**src/rtl/cnn_layer_sequencer.sv**
```systemverilog
// Frame-level scheduler for the conv -> relu -> maxpool -> dense chain: launches each
// layer engine in turn, watches for its done pulse, and times out a stalled stage.
module cnn_layer_sequencer #(
   parameter int NUM_STAGES     = 4,
   parameter int TIMEOUT_CYCLES = 1048576,
   parameter int CNT_WIDTH      = 32
) (
   input  logic                                  clk,
   input  logic                                  reset_n,
   input  logic                                  frame_start,
   output logic                                  frame_ready,
   input  logic                                  abort,
   input  logic                                  clear_err,
   output logic [NUM_STAGES-1:0]                 stage_start,
   input  logic [NUM_STAGES-1:0]                 stage_done,
   output logic                                  busy,
   output logic                                  result_valid,
   output logic                                  error,
   output logic [$clog2(NUM_STAGES+1)-1:0]       err_stage,
   output logic [CNT_WIDTH-1:0]                  cycle_count
);

   localparam int IDX_W = $clog2(NUM_STAGES + 1);
   localparam int WD_W  = $clog2(TIMEOUT_CYCLES);

   typedef enum logic [2:0] {IDLE, LAUNCH, WAIT, FINISH, ERROR} state_t;

   state_t            state;
   logic [IDX_W-1:0]  idx;
   logic [WD_W-1:0]   watchdog;
   logic              cur_done;
   logic              last_stage;
   logic              in_frame;
   logic              wd_expired;

   // Only the done bit of the stage currently being waited on matters.
   assign cur_done   = |(stage_done & (NUM_STAGES'(1) << idx));
   assign last_stage = (idx == IDX_W'(NUM_STAGES - 1));
   assign in_frame   = (state == LAUNCH) || (state == WAIT) || (state == FINISH);
   assign wd_expired = (watchdog == WD_W'(TIMEOUT_CYCLES - 1));

   always_ff @(posedge clk or negedge reset_n) begin
      if (!reset_n) begin
         state        <= IDLE;
         idx          <= '0;
         watchdog     <= '0;
         stage_start  <= '0;
         result_valid <= 1'b0;
         error        <= 1'b0;
         err_stage    <= '0;
         cycle_count  <= '0;
         frame_ready  <= 1'b1;
         busy         <= 1'b0;
      end else begin
         stage_start  <= '0;
         result_valid <= 1'b0;
         if (in_frame && (cycle_count != '1))
            cycle_count <= cycle_count + 1'b1;

         case (state)
            IDLE: begin
               if (frame_start) begin
                  idx         <= '0;
                  cycle_count <= '0;
                  stage_start <= NUM_STAGES'(1);
                  frame_ready <= 1'b0;
                  busy        <= 1'b1;
                  state       <= LAUNCH;
               end
            end
            LAUNCH: begin
               watchdog <= '0;
               if (abort) begin
                  frame_ready <= 1'b1;
                  busy        <= 1'b0;
                  state       <= IDLE;
               end else begin
                  state <= WAIT;
               end
            end
            WAIT: begin
               watchdog <= watchdog + 1'b1;
               // Abort outranks both a final done and a timeout in the same cycle.
               if (abort) begin
                  frame_ready <= 1'b1;
                  busy        <= 1'b0;
                  state       <= IDLE;
               end else if (cur_done) begin
                  if (last_stage) begin
                     result_valid <= 1'b1;
                     state        <= FINISH;
                  end else begin
                     idx         <= idx + 1'b1;
                     stage_start <= NUM_STAGES'(1) << (idx + 1'b1);
                     state       <= LAUNCH;
                  end
               end else if (wd_expired) begin
                  err_stage <= idx;
                  error     <= 1'b1;
                  busy      <= 1'b0;
                  state     <= ERROR;
               end
            end
            FINISH: begin
               frame_ready <= 1'b1;
               busy        <= 1'b0;
               state       <= IDLE;
            end
            ERROR: begin
               if (clear_err) begin
                  error       <= 1'b0;
                  frame_ready <= 1'b1;
                  state       <= IDLE;
               end
            end
            default: begin
               frame_ready <= 1'b1;
               busy        <= 1'b0;
               error       <= 1'b0;
               state       <= IDLE;
            end
         endcase
      end
   end

endmodule
```
**config.mk**
```make
export PLATFORM = sky130hd
export DESIGN_NAME = cnn_layer_sequencer
export DESIGN_NICKNAME = d
export VERILOG_FILES = /design/src/rtl/cnn_layer_sequencer.sv
export SDC_FILE = /design/constraint.sdc
export NUM_CORES = 1
export LEC_CHECK = 0
export CAP_MARGIN = 20
export CORE_MARGIN = 1
export CORE_UTILIZATION = 59
export DETAILED_ROUTE_END_ITERATION = 8
export PLACE_DENSITY = 0.85
export SETUP_SLACK_MARGIN = 0.5
export SLEW_MARGIN = 10
export SYNTH_ARGS = -nofsm -noshare
export SYNTH_HDL_FRONTEND = slang
export SYNTH_SLANG_ARGS = --single-unit
```
**constraint.sdc**
```tcl
create_clock -name clk -period 6.7 [get_ports clk]
set_clock_uncertainty 0.05 [all_clocks]
set_input_delay 1.675 -clock clk [delete_from_list [all_inputs] [get_ports clk]]
set_output_delay 1.675 -clock clk [all_outputs]
set_load 0.02 [all_outputs]
```
# Yosys cells after proc, flatten, opt, wreduce, memory -nomap -nowiden
# Index checks and enable logic that the tools add are counted.
# totals
inputBits,9
output_inout_bits,43
elab_cells,95
regBits,69
# classes
mux,41
n_eq_ne,19
shift,2
addsub,3
bitwise,5
reduce_logical,15
# op_table
operator,n
32-bit 2-to-1 mux,3
20-bit one-hot mux with 2 select lines,1
32-bit by 1-bit adder with 32-bit output (second input constant),1
32-bit inequality test (second input constant),1
3-bit 2-to-1 mux,9
20-bit by 1-bit adder with 20-bit output (second input constant),1
20-bit == test (second input constant),1
1-bit 2-to-1 mux,17
2-bit inequality test (second input constant),8
5-bit AND reduction,3
4-bit 2-to-1 mux,3
3-bit one-hot mux with 4 select lines,1
3-bit by 2-bit == test with 1-bit output (second input constant),3
4-bit one-hot mux with 2 select lines,1
1-bit by 3-bit << shifter with 4-bit output (first input constant),2
3-bit inequality test (second input constant),2
1-bit one-hot mux with 3 select lines,2
3-bit one-hot mux with 2 select lines,1
3-bit AND reduction,2
4-bit bitwise AND,1
2-bit 2-to-1 mux,2
4-bit inequality test (second input constant),1
1-bit NOT,4
1-bit one-hot mux with 4 select lines,1
12 further kinds,14

# Longest topological paths before layout
# Gate-level depths: netlist of the first run.
# logic_depth
depth_word,7
depth_mapped,7
depth_no_buf,7

# Least setup slack after synthesis of the first run
# Ideal clock, no wire load.
# synth_timing
kind,input-to-reg
startpoint,input port stage_done[0]
endpoint,register err_stage[0]
path_stages,5
n_path_buf,0
setup_time_ps,125
required_time_ps,6525
setup_slack_ps,3475
arrival_ps,3050
cell_sequence,a222oi_1 > o21ai_1 > nor4_2 > nand2_1 > mux2_2
# synth_via
elab_chain_len,4
# synth_lines
item,line_no,rtl
from (decl),15,"input logic [NUM_STAGES-1:0] stage_done,"
4-bit bitwise AND,37,assign cur_done = |(stage_done & (NUM_STAGES'(1) << idx));
4-bit OR reduction,37,
1-bit NOT (no line),n/a,
4-bit AND reduction (no line),n/a,
to (signal assigned),98,err_stage <= idx;
to (decl),19,"output logic [$clog2(NUM_STAGES+1)-1:0] err_stage,"
# No other way between the ends.
# A chain may end at the register's enable or synchronous reset.

# Worst setup path after layout of the first run
# layout_timing
startpoint,input port stage_done[0]
endpoint,register err_stage[1]
# Same word-level chain as after synthesis.

==> results of run 1 <==
-- power by group --
| group | switching (mW) | total (mW) | internal, mW | leakage [nW] |
|---|---|---|---|---|
| sequential | 0.0412 | 0.486 | 0.445 | 0.949 |
| combinational | 0.119 | 0.202 | 0.0829 | 0.743 |
| clock | 0.155 | 0.317 | 0.163 | 0.0926 |
| total | 0.315 | 1.01 | 0.691 | 1.78 |
-- cells by family (layout without fill, tap and decap cells) --
| family | count (synthesis) | count (layout) |
|---|---|---|
| simple gates | 161 | 161 |
| compound gates | 97 | 97 |
| flops | 69 | 69 |
| buf+inv | 21 | 78 |
| mux | 11 | 11 |
| fa+ha+maj | 9 | 9 |
| xor+xnor | 5 | 5 |
-- final timing paths --
check	start	to	slack, ps
worst max-delay path	stage_done[0]	err_stage[1]	3060
worst min-delay path	watchdog[9]	watchdog[9]	440
worst max register to register	state[2]	cycle_count[28]	3910
worst min register to register	watchdog[9]	watchdog[9]	440
max in group asynchronous	reset_n	stage_start[3]	4580
min in group asynchronous	reset_n	cycle_count[20]	1460
-- routing by layer --
layer / wire [um] / share of wire [%]
met5: 0 / 0
met4: 162 / 1.9
met3: 445 / 5.3
met2: 4020 / 48
met1: 3690 / 44
-- stage by stage --
stage | instances | hold WS, ps | util [%] | total power [mW] | area (um2)
2_1_floorplan | 373 | 398 | - | 0.612 | 3640
3_3_place_gp | 489 | 418 | 70.6 | 0.685 | 4210
3_5_place_dp | 489 | 433 | 70.6 | 0.693 | 4210
4_1_cts | 504 | 443 | 73.6 | 1.01 | 4380
5_1_grt | 505 | 470 | 73.7 | 1.05 | 4390
6_report | 505 | 439 | 73.7 | 1.01 | 4390
-- registers in the layout, indices dropped and copies added (netlist names) --
name          count
err_stage         3
cycle_count      32
watchdog         20
state             3
frame_ready       1
result_valid      1
stage_start       4
busy              1
idx               3
error             1
-- worst reg2reg max path: stages, from the launching register on --
cell and delay, ps:
dfrtp_1 540, o21bai_1 330, nor4_2 540, o211ai_1 440, or4_2 650, a21oi_1 170
-- area by class of cell --
cell class / count / area share, %
Tap cell: 75 / 2.14
Sequential cell: 69 / 39.4
Timing Repair Buffer: 55 / 12.2
Clock inverter: 1 / 0.114
Inverter: 8 / 0.684
Clock buffer: 14 / 3.93
Multi-Input combinational cell: 283 / 41.6
-- cell usage in the layout (no fill, tap or decap), types with 6 or more instances in the layout --
master           Yosys  layout
a21oi_1             19      19
and3_1              10      10
and4_1               7       7
clkbuf_8             0      12
clkdlybuf4s50_1      0      50
dfrtp_1             68      68
ha_1                 9       9
inv_1                8       8
mux2i_1              7       7
nand2_1             30      30
nand3_1             21      21
nand4_1             19      19
nor2_1              21      21
nor3_1               6       6
o211ai_1            13      13
o21ai_0             32      32
o31ai_1             14      14
or3_1               16      16
==> reports/results.tsv, run 1 <==
stage	metric	value	unit
die	I/O pin count	52	
die	die area	6500	um2
run	Max-cap violations	0	
yosys	mux cell area share after synthesis	3.16	%
yosys	Seq/Total Area, Yosys	47.4	%
timing	Worst slew margin	27.2	%
timing	Setup WS post-layout	3060	ps
setup_path	worst reg-to-reg path cell count	5	
yosys	Synth Flop Type	dfrtp_1	
drt	WL/cell	16.5	um
grt	GRT Total Usage	28.4	%
place	Routability Congestion	0.829	
power_and_ir_drop	PD cells	229	nW/um2
yosys	ys async rst share	100	%
timing	Max Slew Vio Count	0	
timing	final worst path period need	3640	ps
drt	DR vias/cell	6.31	
die	Die Ht	80.6	um
grt	met2 Use GR	44.3	%
place	DP Wirelength	5.60	mm
hold_path	hold path depth	1	
setup_path	WP buf/inv	1	
yosys	syn avg cell area	9.77	um2
setup_path	CP endpoint kind	register	
die	Die W	80.6	um
yosys	Yosys top cell by area	dfrtp_1	
setup_path	Crit path largest cell delay	560	ps
clocking	CTS root buf	clkbuf_8	
final_layout	Seq. cell area	1730	um2
yosys	Yosys top cell area share	46.7	%
clocking	cts-stage hold buffer count	0	
grt	met3 Usage GRT	6.70	%
yosys	count leader, synth	dfrtp_1	
yosys	mapped cell area	3640	um2
yosys	Synth Net Count	391	
final_layout	Final #Nets	444	
timing	Fin. Hold Viols	0	
clocking	Clock Path Buffers	2	
hold_path	Min-Delay Path Class	register to register	
timing	Worst-Margin Slew	1080	ps
grt	first-pass GRT wire length	14.0	mm
yosys	Post-Synth Simple-Gate Area	25.8	%
timing	setup TNS	0	ps
setup_path	CP max stage cell	a222oi_1	
setup_path	cells along the critical path	clkdlybuf4s50_1 -> a222oi_1 -> o21ai_1 -> nor4_2 -> nand2_1 -> mux2_2	
yosys	EDFF count, synth	0	
power_and_ir_drop	Lkg Pwr	1.78	nW
grt	initial antenna violation count	0	
die	initial core utilization	61.2	%
yosys	Compound-Gate Fraction of Synth Area	16.6	%
timing	crit share post-route	54.3	%
place	pre-CTS setup slack	2780	ps
setup_path	Worst Path Max Fanout	4	
yosys	cell count after synthesis	373	
final_layout	ant diodes	0	
clocking	htree depth	3	
yosys	synth warn	0	
drt	1st-iter DRT viols	196	
yosys	top post-synthesis cells by area	dfrtp_1 47%, o21ai_0 4.4%, nand4_1 3.3%, ha_1 3.1%, nand2_1 3.1%	
final_layout	Area growth syn-to-layout	20.5	%
setup_path	CP top delay family	compound AO/OA/AOI/OAI gates	
yosys	flops & latches, synth	69	
final_layout	multi-input logic area	1830	um2
status	outcome	completed	
yosys	post-synthesis adder-cell area fraction	3.09	%
timing	unrepaired setup endpoints after global routing	false	
setup_path	Setup CP Type	input port to register	
setup_path	WP data required	6890	ps
clocking	Worst-Skew Late Latency	350	ps
drt	Detailed Routing Iterations Pass 1	5	
final_layout	Fillers	448	
grt	vias in the first global route	2903	
timing	Fmax	0.275	GHz
grt	grt met1 use	38.3	%
die	FP Rows	28	
clocking	PostCTS Resize Cnt	0	
yosys	post-synthesis xor/xnor area fraction	1.20	%
place	PortBufs	51	
grt	largest net degree at the start of global routing	70	
yosys	Netlist cell types	52	
grt	grt ovf	0	
clocking	CTS Buf Count	9	
yosys	Commonest cells post-synth	68 x dfrtp_1, 32 x o21ai_0, 30 x nand2_1	
setup_path	Crit path depth	6	
setup_path	crit start category	input port	
setup_path	WP data arrival	3820	ps
drt	Detail Route Antenna Nets	0	
die	CORE AREA	5960	um2
drt	DRC	0	
final_layout	share of cells above drive strength 1	9.07	%
power_and_ir_drop	Max VDD drop	172	uV
drt	WL final	8.32	mm
timing	final setup fails	0	
clocking	Post CTS Setup Buffer Count	0	
yosys	largest family of logic cells by synthesized area	simple AND/OR/NAND/NOR gates	
clocking	CTS tree	yes	
drt	via count	3187	
clocking	clock sink count	69	
clocking	Reg clk slew, reported paths	70	ps
grt	GRT Max-Usage Layer	met2	
Note: power is estimated with default switching activity, not from simulation.
==> run 2, diff against run 1 <==
CORE_UTILIZATION = 55   (was 59)
PLACE_DENSITY = 0.8   (was 0.85)
clock period = 3.8 ns   (was 6.7 ns; I/O delays follow)
==> run 2 against run 1 <==
Clock power increased by 86%; via count is 0.16% lower; total power increased by 79%; sequential share of layout area is 0.20 points lower; global-route usage is 3.8 points lower; critical endpoint is now err_stage[0]; largest cell class unchanged; largest power group unchanged.
==> reports/results.tsv, run 2 (same netlist as run 1, synthesis figures left out) <==
stage	metric	value	unit	change
status	outcome	completed		
final_layout	highest-count cells in the layout ignoring fill and taps	68 x dfrtp_1, 50 x clkdlybuf4s50_1, 32 x o21ai_0, 30 x nand2_1		
power_and_ir_drop	combinational power share	19.6	%	-0.5 points
clocking	Worst-Skew Late Latency	340	ps	about the same
power_and_ir_drop	clock share of power	32.8	%	+1.3 points
drt	Detailed Routing Iterations Pass 1	5		unchanged
setup_path	WP data arrival	3030	ps	-790 ps
drt	WL final	8.27	mm	-0.65%
timing	Worst-Margin Slew	814	ps	-268 ps
power_and_ir_drop	Tot Pwr	1.80	mW	+79%
timing	Setup WS post-layout	936	ps	-2130 ps
die	initial core utilization	57.1	%	-4.1 points
setup_path	CP endpoint kind	register		
timing	Fin. Hold Viols	0		unchanged
clocking	CTS root buf	clkbuf_8		
power_and_ir_drop	Lkg Pwr	1.79	nW	+0.56%
final_layout	number of flip-flops in the largest register	32		unchanged
grt	first-pass GRT wire length	13.9	mm	-0.34%
die	FP Rows	29		+3.6%
drt	DRC	0		unchanged
timing	Max Slew Vio Count	0		unchanged
final_layout	share of cells above drive strength 1	9.49	%	+0.42 points
setup_path	crit start category	input port		
setup_path	Worst Path Max Fanout	4		unchanged
final_layout	Final #Nets	445		+0.23%
clocking	CTS tree	yes		
clocking	PostCTS Resize Cnt	0		unchanged
grt	GRT Total Usage	24.7	%	-3.8 points
place	DP Wirelength	5.80	mm	+3.7%
drt	DR vias/cell	6.25		-0.94%
drt	WL/cell	16.2	um	-1.4%
timing	crit share post-route	75.4	%	
grt	initial antenna violation count	0		unchanged
setup_path	WP data required	3970	ps	-2920 ps
grt	largest net degree at the start of global routing	48		-31%
place	pre-CTS setup slack	599	ps	-2180 ps
timing	final setup fails	0		unchanged
timing	Worst slew margin	45.5	%	+18 points
drt	Detail Route Antenna Nets	0		unchanged
clocking	Clock Path Buffers	2		unchanged
die	Die W	83.4	um	+3.5%
timing	final worst path period need	2860	ps	
power_and_ir_drop	Psw	0.548	mW	+74%
power_and_ir_drop	Seq pwr share	47.6	%	-0.8 points
die	die area	6960	um2	+7.1%
setup_path	Crit path largest cell delay	540	ps	-20 ps
setup_path	CP max stage cell	a222oi_1		
final_layout	commonest non-fill, non-tap cell in the layout	dfrtp_1		
run	Max-cap violations	0		unchanged
setup_path	Setup CP Type	input port to register		
grt	grt ovf	0		unchanged
drt	via count	3182		-0.16%
place	PortBufs	51		unchanged
setup_path	cells along the critical path	clkdlybuf4s50_1 -> a222oi_1 -> o21ai_1 -> nor4_2 -> nand2_1 -> mux2_2		
clocking	CTS Buf Count	9		unchanged
timing	setup TNS	0	ps	unchanged
drt	1st-iter DRT viols	174		-11%
hold_path	Min-Delay Path Class	register to register		
timing	unrepaired setup endpoints after global routing	false		
clocking	clock sink count	69		unchanged
power_and_ir_drop	Sw Ratio	30.5	%	-0.84 points
final_layout	ant diodes	0		unchanged
clocking	cts-stage hold buffer count	0		unchanged
die	CORE AREA	6390	um2	+7.2%
power_and_ir_drop	PD cells	408	nW/um2	+78%
grt	vias in the first global route	2987		+2.9%
final_layout	largest registers	cycle_count (32), watchdog (20), stage_start (4)		
final_layout	Area growth syn-to-layout	21.1	%	
clocking	htree depth	3		unchanged
timing	Fmax	0.349	GHz	
die	Die Ht	83.4	um	+3.5%
clocking	Reg clk slew, reported paths	60	ps	about the same
power_and_ir_drop	Internal	1.25	mW	+81%
clocking	Post CTS Setup Buffer Count	0		unchanged
power_and_ir_drop	Max VDD drop	366	uV	+110%
die	I/O pin count	52		unchanged
place	Routability Congestion	0.850		+2.5%
final_layout	Reg with most FFs	cycle_count		
final_layout	Fillers	491		+9.6%
[run 2: layer usage]
layer	wire (um)	up-vias	global-route usage [%]	part of all wire [%]
li1	-	1529	-	-
met1	3660	1548	32.0	44
met2	4090	89	41.3	49
met3	363	16	3.98	4.4
met4	151	0	10.0	1.8
met5	0	-	0	0
[run 2: worst paths after layout]
path	end	slack, ps	cells past startpoint	start
min in group asynchronous	cycle_count[18]	540	1	reset_n
min reg2reg	watchdog[15]	440	1	watchdog[15]
max in group asynchronous	busy	2160	2	reset_n
max reg2reg	err_stage[0]	1150	7	idx[0]
min	watchdog[15]	440	1	watchdog[15]
max	err_stage[0]	940	6	stage_done[0]
[run 2: worst max-delay path: cells and delay by family]
| family | cells | cell delay, ps |
|---|---|---|
| buf+inv | 1 | 390 |
| simple gates | 2 | 670 |
| compound gates | 2 | 700 |
| mux | 1 | 310 |
[run 2: layout make-up]
| class | count | area (um2) | share of cell area, % |
|---|---|---|---|
| multi-input combinational | 283 | 1830 | 41.4 |
| sequential | 69 | 1730 | 39.2 |
| timing repair buffer | 56 | 541 | 12.2 |
| clock buffer | 12 | 145 | 3.29 |
| tap | 77 | 96.3 | 2.18 |
| clock inverter | 4 | 47.5 | 1.08 |
| inverter | 8 | 30.0 | 0.680 |
[run 2: through the flow]
stage / util [%] / instances / hold slack [ps] / instance area, um2
after floorplan: - / 373 / 398 / 3640
after global placement: 66.0 / 492 / 416 / 4220
after detailed placement: 66.0 / 492 / 430 / 4220
after CTS: 69.0 / 508 / 439 / 4410
after global routing: 69.1 / 509 / 449 / 4410
final: 69.1 / 509 / 435 / 4410
[run 2: power by group through the flow]
stage | sequential [mW] | combinational, mW | clock (mW)
finish | 0.857 | 0.352 | 0.590
detailed placement | 0.870 | 0.352 | 0
floorplan | 0.877 | 0.201 | 0
CTS | 0.857 | 0.353 | 0.603
global route | 0.867 | 0.389 | 0.635
global placement | 0.867 | 0.338 | 0
